## src/rtl/zoom_pkg.sv

```systemverilog
// zoom_pkg: shared encodings for the image-scaling sequencer.
//   modo_e  - operation mode (copy, nearest-neighbour zoom-in, decimating zoom-out)
//   fator_e - scale factor, encoded as a shift amount (x1/x2/x4)
//   state_e - sequencer FSM states
//   cmd_legal() - command screening used while idle
package zoom_pkg;

  typedef enum logic [1:0] {
    MODO_COPIA = 2'd0,
    MODO_IN    = 2'd1,
    MODO_OUT   = 2'd2
  } modo_e;

  typedef enum logic [1:0] {
    F1 = 2'd0,
    F2 = 2'd1,
    F4 = 2'd2
  } fator_e;

  typedef enum logic [1:0] {
    IDLE,
    RUN,
    DRAIN,
    FIM
  } state_e;

  localparam logic [1:0] MODO_RSV  = 2'd3;
  localparam logic [1:0] FATOR_RSV = 2'd3;

  // Copy only makes sense at x1; both code 3 values are reserved.
  function automatic logic cmd_legal(input logic [1:0] m, input logic [1:0] f);
    return !((m == MODO_RSV) || (f == FATOR_RSV) ||
             ((m == MODO_COPIA) && (f != F1)));
  endfunction

endpackage

```

## src/rtl/zoom_ctrl_if.sv

```systemverilog
// zoom_ctrl_if: pixel-memory bus between the sequencer and the two external
// synchronous RAMs (1-cycle read latency on the source side).
//   src_rd_en/src_addr -> source read request; src_data <- pixel, next cycle
//   dst_wr_en/dst_addr/dst_data -> destination write
// master: sequencer side; slave: memory side.
interface zoom_ctrl_if #(
  parameter int SRC_AW = 15,
  parameter int DST_AW = 19
);
  logic              src_rd_en;
  logic [SRC_AW-1:0] src_addr;
  logic [7:0]        src_data;
  logic              dst_wr_en;
  logic [DST_AW-1:0] dst_addr;
  logic [7:0]        dst_data;

  modport master (
    output src_rd_en, src_addr, dst_wr_en, dst_addr, dst_data,
    input  src_data
  );

  modport slave (
    input  src_rd_en, src_addr, dst_wr_en, dst_addr, dst_data,
    output src_data
  );
endinterface

```

## src/rtl/zoom_addr_gen.sv

```systemverilog
// zoom_addr_gen: raster x/y counter over a W x H image, x fastest.
//   clock, reset (sync, active-low)
//   clr  - return to (0,0)
//   en   - advance one pixel
//   w, h - run-time image size
//   x, y - current coordinate; last - current coordinate is (w-1, h-1)
module zoom_addr_gen (
  input  logic        clock,
  input  logic        reset,
  input  logic        clr,
  input  logic        en,
  input  logic [11:0] w,
  input  logic [11:0] h,
  output logic [11:0] x,
  output logic [11:0] y,
  output logic        last
);

  logic x_end;

  assign x_end = (x == w - 12'd1);
  assign last  = x_end && (y == h - 12'd1);

  always_ff @(posedge clock) begin
    if (!reset || clr) begin
      x <= '0;
      y <= '0;
    end else if (en) begin
      if (x_end) begin
        x <= '0;
        y <= y + 12'd1;
      end else begin
        x <= x + 12'd1;
      end
    end
  end

endmodule

```

## src/rtl/zoom_ctrl.sv

```systemverilog
// zoom_ctrl: sequencer for the image-scaling datapath. Walks the destination
// image in raster order at one pixel per cycle, reading the source pixel that
// maps onto each destination pixel and writing it one cycle later.
//   clock, reset (sync, active-low)
//   start/modo/fator - command, sampled only in IDLE
//   busy, done, erro - status (done/erro are one-cycle pulses)
//   out_largura/out_altura - output dimensions latched at an accepted start
//   mem - source-read / destination-write bus
module zoom_ctrl
  import zoom_pkg::*;
#(
  parameter int largura = 160,
  parameter int altura  = 120,
  parameter int SRC_AW  = $clog2(largura * altura),
  parameter int DST_AW  = $clog2(16 * largura * altura)
) (
  input  logic        clock,
  input  logic        reset,
  input  logic        start,
  input  logic [1:0]  modo,
  input  logic [1:0]  fator,
  output logic        busy,
  output logic        done,
  output logic        erro,
  output logic [11:0] out_largura,
  output logic [11:0] out_altura,
  zoom_ctrl_if.master mem
);

  localparam logic [11:0]       LARG12 = 12'(largura);
  localparam logic [11:0]       ALT12  = 12'(altura);
  localparam logic [SRC_AW-1:0] LARG_S = SRC_AW'(largura);

  state_e            state_q, state_d;
  modo_e             modo_q;
  logic [1:0]        shift_q;
  logic [11:0]       w_d, h_d;
  logic              accept, erro_d, erro_q;
  logic              rd_en, wr_en_q, last;
  logic [11:0]       x, y, sx, sy;
  logic [DST_AW-1:0] dst_idx_q, dst_addr_q;

  // Output dimensions for the command currently on the inputs.
  always_comb begin
    w_d = LARG12;
    h_d = ALT12;
    if (modo == MODO_IN) begin
      w_d = LARG12 << fator;
      h_d = ALT12 << fator;
    end else if (modo == MODO_OUT) begin
      w_d = LARG12 >> fator;
      h_d = ALT12 >> fator;
    end
  end

  always_comb begin
    state_d = state_q;
    accept  = 1'b0;
    erro_d  = 1'b0;
    case (state_q)
      IDLE: begin
        if (start) begin
          if (cmd_legal(modo, fator)) begin
            accept  = 1'b1;
            state_d = RUN;
          end else begin
            erro_d = 1'b1;
          end
        end
      end
      RUN:     if (last) state_d = DRAIN;
      DRAIN:   state_d = FIM;
      FIM:     state_d = IDLE;
      default: state_d = IDLE;
    endcase
  end

  always_ff @(posedge clock) begin
    if (!reset) begin
      state_q     <= IDLE;
      modo_q      <= MODO_COPIA;
      shift_q     <= '0;
      out_largura <= '0;
      out_altura  <= '0;
      erro_q      <= 1'b0;
      wr_en_q     <= 1'b0;
      dst_idx_q   <= '0;
      dst_addr_q  <= '0;
    end else begin
      state_q <= state_d;
      erro_q  <= erro_d;
      wr_en_q <= rd_en;
      if (accept) begin
        modo_q      <= modo_e'(modo);
        shift_q     <= fator;
        out_largura <= w_d;
        out_altura  <= h_d;
        dst_idx_q   <= '0;
      end else if (rd_en) begin
        dst_idx_q <= dst_idx_q + DST_AW'(1);
      end
      if (rd_en) dst_addr_q <= dst_idx_q;
    end
  end

  zoom_addr_gen u_gen (
    .clock (clock),
    .reset (reset),
    .clr   (accept),
    .en    (rd_en),
    .w     (out_largura),
    .h     (out_altura),
    .x     (x),
    .y     (y),
    .last  (last)
  );

  // Destination walk is strictly raster, so y*W + x is just a running pixel
  // index; this avoids a run-time multiply by W.
  always_comb begin
    if (modo_q == MODO_OUT) begin
      sx = x << shift_q;
      sy = y << shift_q;
    end else begin
      sx = x >> shift_q;
      sy = y >> shift_q;
    end
  end

  assign rd_en = (state_q == RUN);
  assign busy  = (state_q == RUN) || (state_q == DRAIN);
  assign done  = (state_q == FIM);
  assign erro  = erro_q;

  assign mem.src_rd_en = rd_en;
  assign mem.src_addr  = rd_en ? (SRC_AW'(sy) * LARG_S + SRC_AW'(sx)) : '0;
  // Write stage lines up with the RAM's 1-cycle read data.
  assign mem.dst_wr_en = wr_en_q;
  assign mem.dst_addr  = dst_addr_q;
  assign mem.dst_data  = wr_en_q ? mem.src_data : '0;

endmodule

```

## src/flat_wrapper.sv

```systemverilog
// flat-port wrapper written by rule: the top's interface ports become plain ports
module zoom_ctrl_flat import zoom_pkg::*;
#(
  parameter int largura = 160,
  parameter int altura  = 120,
  parameter int SRC_AW  = $clog2(largura * altura),
  parameter int DST_AW  = $clog2(16 * largura * altura)
)
  (clock, reset, start, modo, fator, busy, done, erro, out_largura, out_altura, mem_src_rd_en, mem_src_addr, mem_dst_wr_en, mem_dst_addr, mem_dst_data, mem_src_data);
  zoom_ctrl_if #(.SRC_AW(SRC_AW), .DST_AW(DST_AW)) mem_i ();
  input  logic clock;
  input  logic reset;
  input  logic start;
  input  logic [1:0] modo;
  input  logic [1:0] fator;
  output logic busy;
  output logic done;
  output logic erro;
  output logic [11:0] out_largura;
  output logic [11:0] out_altura;
  output wire logic [$bits(mem_i.src_rd_en)-1:0] mem_src_rd_en;
  output wire logic [$bits(mem_i.src_addr)-1:0] mem_src_addr;
  output wire logic [$bits(mem_i.dst_wr_en)-1:0] mem_dst_wr_en;
  output wire logic [$bits(mem_i.dst_addr)-1:0] mem_dst_addr;
  output wire logic [$bits(mem_i.dst_data)-1:0] mem_dst_data;
  input wire logic [$bits(mem_i.src_data)-1:0] mem_src_data;
  assign mem_src_rd_en = mem_i.src_rd_en;
  assign mem_src_addr = mem_i.src_addr;
  assign mem_dst_wr_en = mem_i.dst_wr_en;
  assign mem_dst_addr = mem_i.dst_addr;
  assign mem_dst_data = mem_i.dst_data;
  assign mem_i.src_data = mem_src_data;
  zoom_ctrl #(.largura(largura), .altura(altura), .SRC_AW(SRC_AW), .DST_AW(DST_AW)) u_core (.clock(clock), .reset(reset), .start(start), .modo(modo), .fator(fator), .busy(busy), .done(done), .erro(erro), .out_largura(out_largura), .out_altura(out_altura), .mem(mem_i));
endmodule
```

## config.mk

```make
export PLATFORM = sky130hd
export DESIGN_NAME = zoom_ctrl_flat
export DESIGN_NICKNAME = d
export VERILOG_FILES = /design/src/rtl/zoom_pkg.sv /design/src/rtl/zoom_ctrl_if.sv /design/src/rtl/zoom_addr_gen.sv /design/src/rtl/zoom_ctrl.sv /design/src/flat_wrapper.sv
export SDC_FILE = /design/constraint.sdc
export NUM_CORES = 1
export LEC_CHECK = 0
export BUFFER_PORTS_ARGS = -buffer_cell sky130_fd_sc_hd__buf_2
export CAP_MARGIN = 25
export CORE_MARGIN = 5
export CORE_UTILIZATION = 40
export CTS_BUF_LIST = sky130_fd_sc_hd__clkbuf_4
export CTS_CLUSTER_DIAMETER = 80
export DETAILED_ROUTE_END_ITERATION = 16
export GPL_ROUTABILITY_DRIVEN = 1
export SLEW_MARGIN = 20
export SYNTH_ARGS = -nofsm -noshare
export SYNTH_HDL_FRONTEND = slang
export SYNTH_HIERARCHICAL = 1
export SYNTH_SLANG_ARGS = --single-unit
```

## constraint.sdc

```tcl
create_clock -name clock -period 4.1 [get_ports clock]
set_input_delay 0.615 -clock clock [delete_from_list [all_inputs] [get_ports clock]]
set_output_delay 0.615 -clock clock [all_outputs]
set_load 0.01 [all_outputs]
```

==> out/results.ini <==
[grt]
grt_util_all_layers_pct=16.32
grt_pass1_wl_um=27060
grt_pass1_vias=5457
grt_max_degree=37
antenna_found_initial=1
gr-total-overflow=0

[setup_path]
crit_chain=nor2b_4 > mux4_2 > nand2_2 > o21ai_2 > ha_1 > ha_2 > fa_2 > xor2_1 > ha_1 > o21a_1 > o21a_1 > o2111ai_2 > o21ai_1 > nor3b_2 > buf_2
reg2reg_depth=10
critPathTopFamily=adder cells
worstPathMaxFanout=2
timing.rr.end=u_core/state_q[1]$_SDFFE_PN0P_
crit_path_top_delay_cell=mux4_2
ff2ff_setup_slack_ps=810
slowest_delay_ps=510
critPathArrivalTime_ps=3780
crit_path_end_kind=output pin
reg2reg_from=u_core/out_largura[3]$_SDFFE_PN0P_
crit_type=flop to output pin
cp_num_buf_inv=1
crit_start=u_core/modo_q[1]$_SDFFE_PN0P_
critPathLaunchType=flop
crit_required_ps=3480
critical_path_depth=15

[routing]
vias=5895
via_per_inst=5.273
drtPass1Iterations=5
wirelength_um=16190
drt-initial-drc-count=280
drcViolationCount=0
wl_per_cell_um=14.48
ant_nets=0

[yosys]
synthArstFlopShare_pct=0
synth_edf_count=0
synth_cell_types=77
post_synth_instance_area_um2=6645
synth_warnings=6
seq_area_frac_synth_pct=26.21
ys.flop_type=dfxtp_1
postSynthAreaPerCell_um2=8.422
ys_seq_elements=87
postSynthCellCount=789

[floorplan]
die_h_um=138.9
ios=86
rows=47
coreArea_um2=16470
die_area_um2=19290
die_w_um=138.9
initial_utilization_pct=40.36

[cts]
cts_max_level=3
cts_buffer_depth=2
clock_latency_ps=440
cts.sinks=87
cts_buffers=9
cts_tree=yes
cts-root-buf=clkbuf_4
hold_buffers=0
path_clk_slew_ps=120

[layout]
nFillCells=1670
finalNonFillerCells=1118
final_common_cell=dfxtp_1
seqCellArea_um2=1749
drive_above_1_share_pct=22.74
multi_input_area_um2=4722
fin_nets=938
syn2layout_area_growth_pct=16.59
most-common-layout-cells=dfxtp_1, buf_2, nor2_1

[power_and_ir_drop]
ir_drop_mv=0.2655
leakage_nw=3.145
switching_share_pct=37.12
sequentialPowerShare_pct=40.0
power_frac_clock_pct=23.9
p_int_mw=1.508
powerDensity_nw_per_um2=309.5
pwr-share-comb_pct=36.0
p_switching_mw=0.8901

[run_status]
violations=setup timing
outcome=complete, but fails checks

[placed_design]
dp.cells=1100
portBuffers=80
dp_slack_ps=-58.08
gp_congestion=0.8475
hpwl_um=11870

[worst_hold_path]
holdPathEnd=u_core/modo_q[0]$_SDFFE_PN0P_
min_from=u_core/modo_q[0]$_SDFFE_PN0P_
worstHoldPathCells=2
holdCritPathClass=flop to flop

[sta]
hold_viol_final=0
tightest_slew_ps=488.9
max_clock_freq_mhz=227.4
clock_skew_ps=25.76
setup_viol=4
fin_crit_ps=4397
rsz0062_at_grt=true
min_period_over_period_pct=107.2
worst_slack_ps=-297.0
slew_headroom_pct=67.16
drv_slew=0

[run]
max-cap-violations=0

-- worst min-delay path, delay by kind of cell, from the launching register on --
| kind | cells | cell delay [ps] |
|---|---|---|
| flip-flops | 1 | 360 |
| AO/OA/AOI/OAI | 1 | 70 |
| AND/OR/NAND/NOR | 1 | 50 |
-- routing by layer --
metal	share of wire [%]	track usage [%]	vias up	wire length, µm
met2	45	26.77	136	7350
met5	0	0	-	0
li1	-	-	2996	-
met1	49	22.54	2744	7872
met3	5.0	2.931	19	803
met4	0.98	3.553	0	159
-- sequential cells by signal, indices dropped and copies added, names as in the netlist --
signal	cells
u_core/mem.dst_addr	19
u_core/modo_q	2
u_core/dst_idx_q	19
u_core/erro	1
u_core/state_q	2
u_core/out_altura	8
u_core/u_gen/x	12
u_core/out_largura	9
u_core/u_gen/y	12
u_core/shift_q	2
u_core/mem.dst_wr_en	1
-- how the worst max path moves through the flow --
stage	end	slack, ps
finish	mem_src_addr[14]	-300
global route	mem_src_addr[14]	-520
CTS	mem_src_addr[13]	-320
detailed placement	mem_src_addr[14]	-60
global placement	mem_src_addr[14]	-20
floorplan	mem_src_addr[14]	5
-- logic make-up (layout without fill, tap and decap cells) --
group / Yosys count / in the layout / synth area share [%]
xor gates and xnor gates: 66 / 66 / 8.699
DFF: 87 / 87 / 26.21
and+or+nand+nor: 330 / 330 / 27.66
other: 1 / 21 / 0.05643
adders and majority gates: 31 / 31 / 6.063
buffers and inverters: 71 / 160 / 5.027
AOI/OAI and AO/OA: 134 / 134 / 13.37
muxes: 69 / 69 / 12.92
-- cell usage after synthesis, types with 5 or more instances --
master / n / area share (%)
mux2i_1: 52 / 7.8
o21ai_0: 38 / 2.9
o211ai_1: 8 / 0.90
a21oi_1: 22 / 1.7
a211oi_1: 5 / 0.56
mux4_2: 13 / 4.4
o21a_1: 6 / 0.68
clkbuf_1: 26 / 1.5
a21o_1: 6 / 0.68
inv_1: 17 / 0.96
buf_4: 10 / 1.1
xnor2_1: 30 / 4.0
or4_1: 6 / 0.68
nor3b_1: 7 / 0.79
nor2_1: 70 / 4.0
nor3_1: 22 / 1.7
nand3_1: 18 / 1.4
nand3b_1: 5 / 0.56
ha_1: 29 / 5.5
and2_1: 16 / 1.5
nand4_1: 14 / 1.3
xor2_1: 36 / 4.7
nand2b_1: 16 / 1.5
dfxtp_1: 87 / 26
nand2_1: 65 / 3.7
nor4_2: 9 / 1.7
nor2b_1: 39 / 3.7
buf_2: 12 / 0.90
and3_1: 14 / 1.3
-- power groups by stage --
| stage | Sequential, mW | Combinational, mW | Clock [mW] |
|---|---|---|---|
| final | 0.960 | 0.864 | 0.574 |
| after floorplan | 0.958 | 0.644 | 0 |
| after global routing | 0.970 | 0.960 | 0.625 |
| after detailed placement | 0.977 | 0.839 | 0 |
| after global placement | 0.976 | 0.835 | 0 |
| after CTS | 0.959 | 0.855 | 0.590 |
-- what timing repair did --
item | 4_1_cts | 5_1_grt
setup endpoints to repair | 6 | 6
pin swaps | 4 | 3
buffers inserted | 1 | 0
gates resized for setup | 16 | 11
-- final cells by class --
type	instances	area share, %
diodes	1	0.03230
clock buffers	9	0.8721
clock inverters	7	1.324
inverters	18	0.8721
multi-input cells	650	60.95
flip-flops and latches	87	22.58
well taps	220	3.553
repair buffers	126	9.819
-- per-stage QoR --
| stage | cell area (µm²) | power [mW] | hold slack (ps) | setup TNS (ps) | util (%) |
|---|---|---|---|---|---|
| 6_report | 7747 | 2.398 | 508.5 | -908.2 | 47.05 |
| 5_1_grt | 7747 | 2.555 | 498.2 | -1963 | 47.05 |
| 4_1_cts | 7696 | 2.404 | 487.1 | -1122 | 46.74 |
| 3_5_place_dp | 7476 | 1.816 | 493.8 | -77.31 | 45.40 |
| 3_3_place_gp | 7476 | 1.811 | 487.0 | -24.60 | 45.40 |
| 2_1_floorplan | 6734 | 1.601 | 451.8 | 0 | - |
Note: power is estimated with default switching activity, not from simulation.
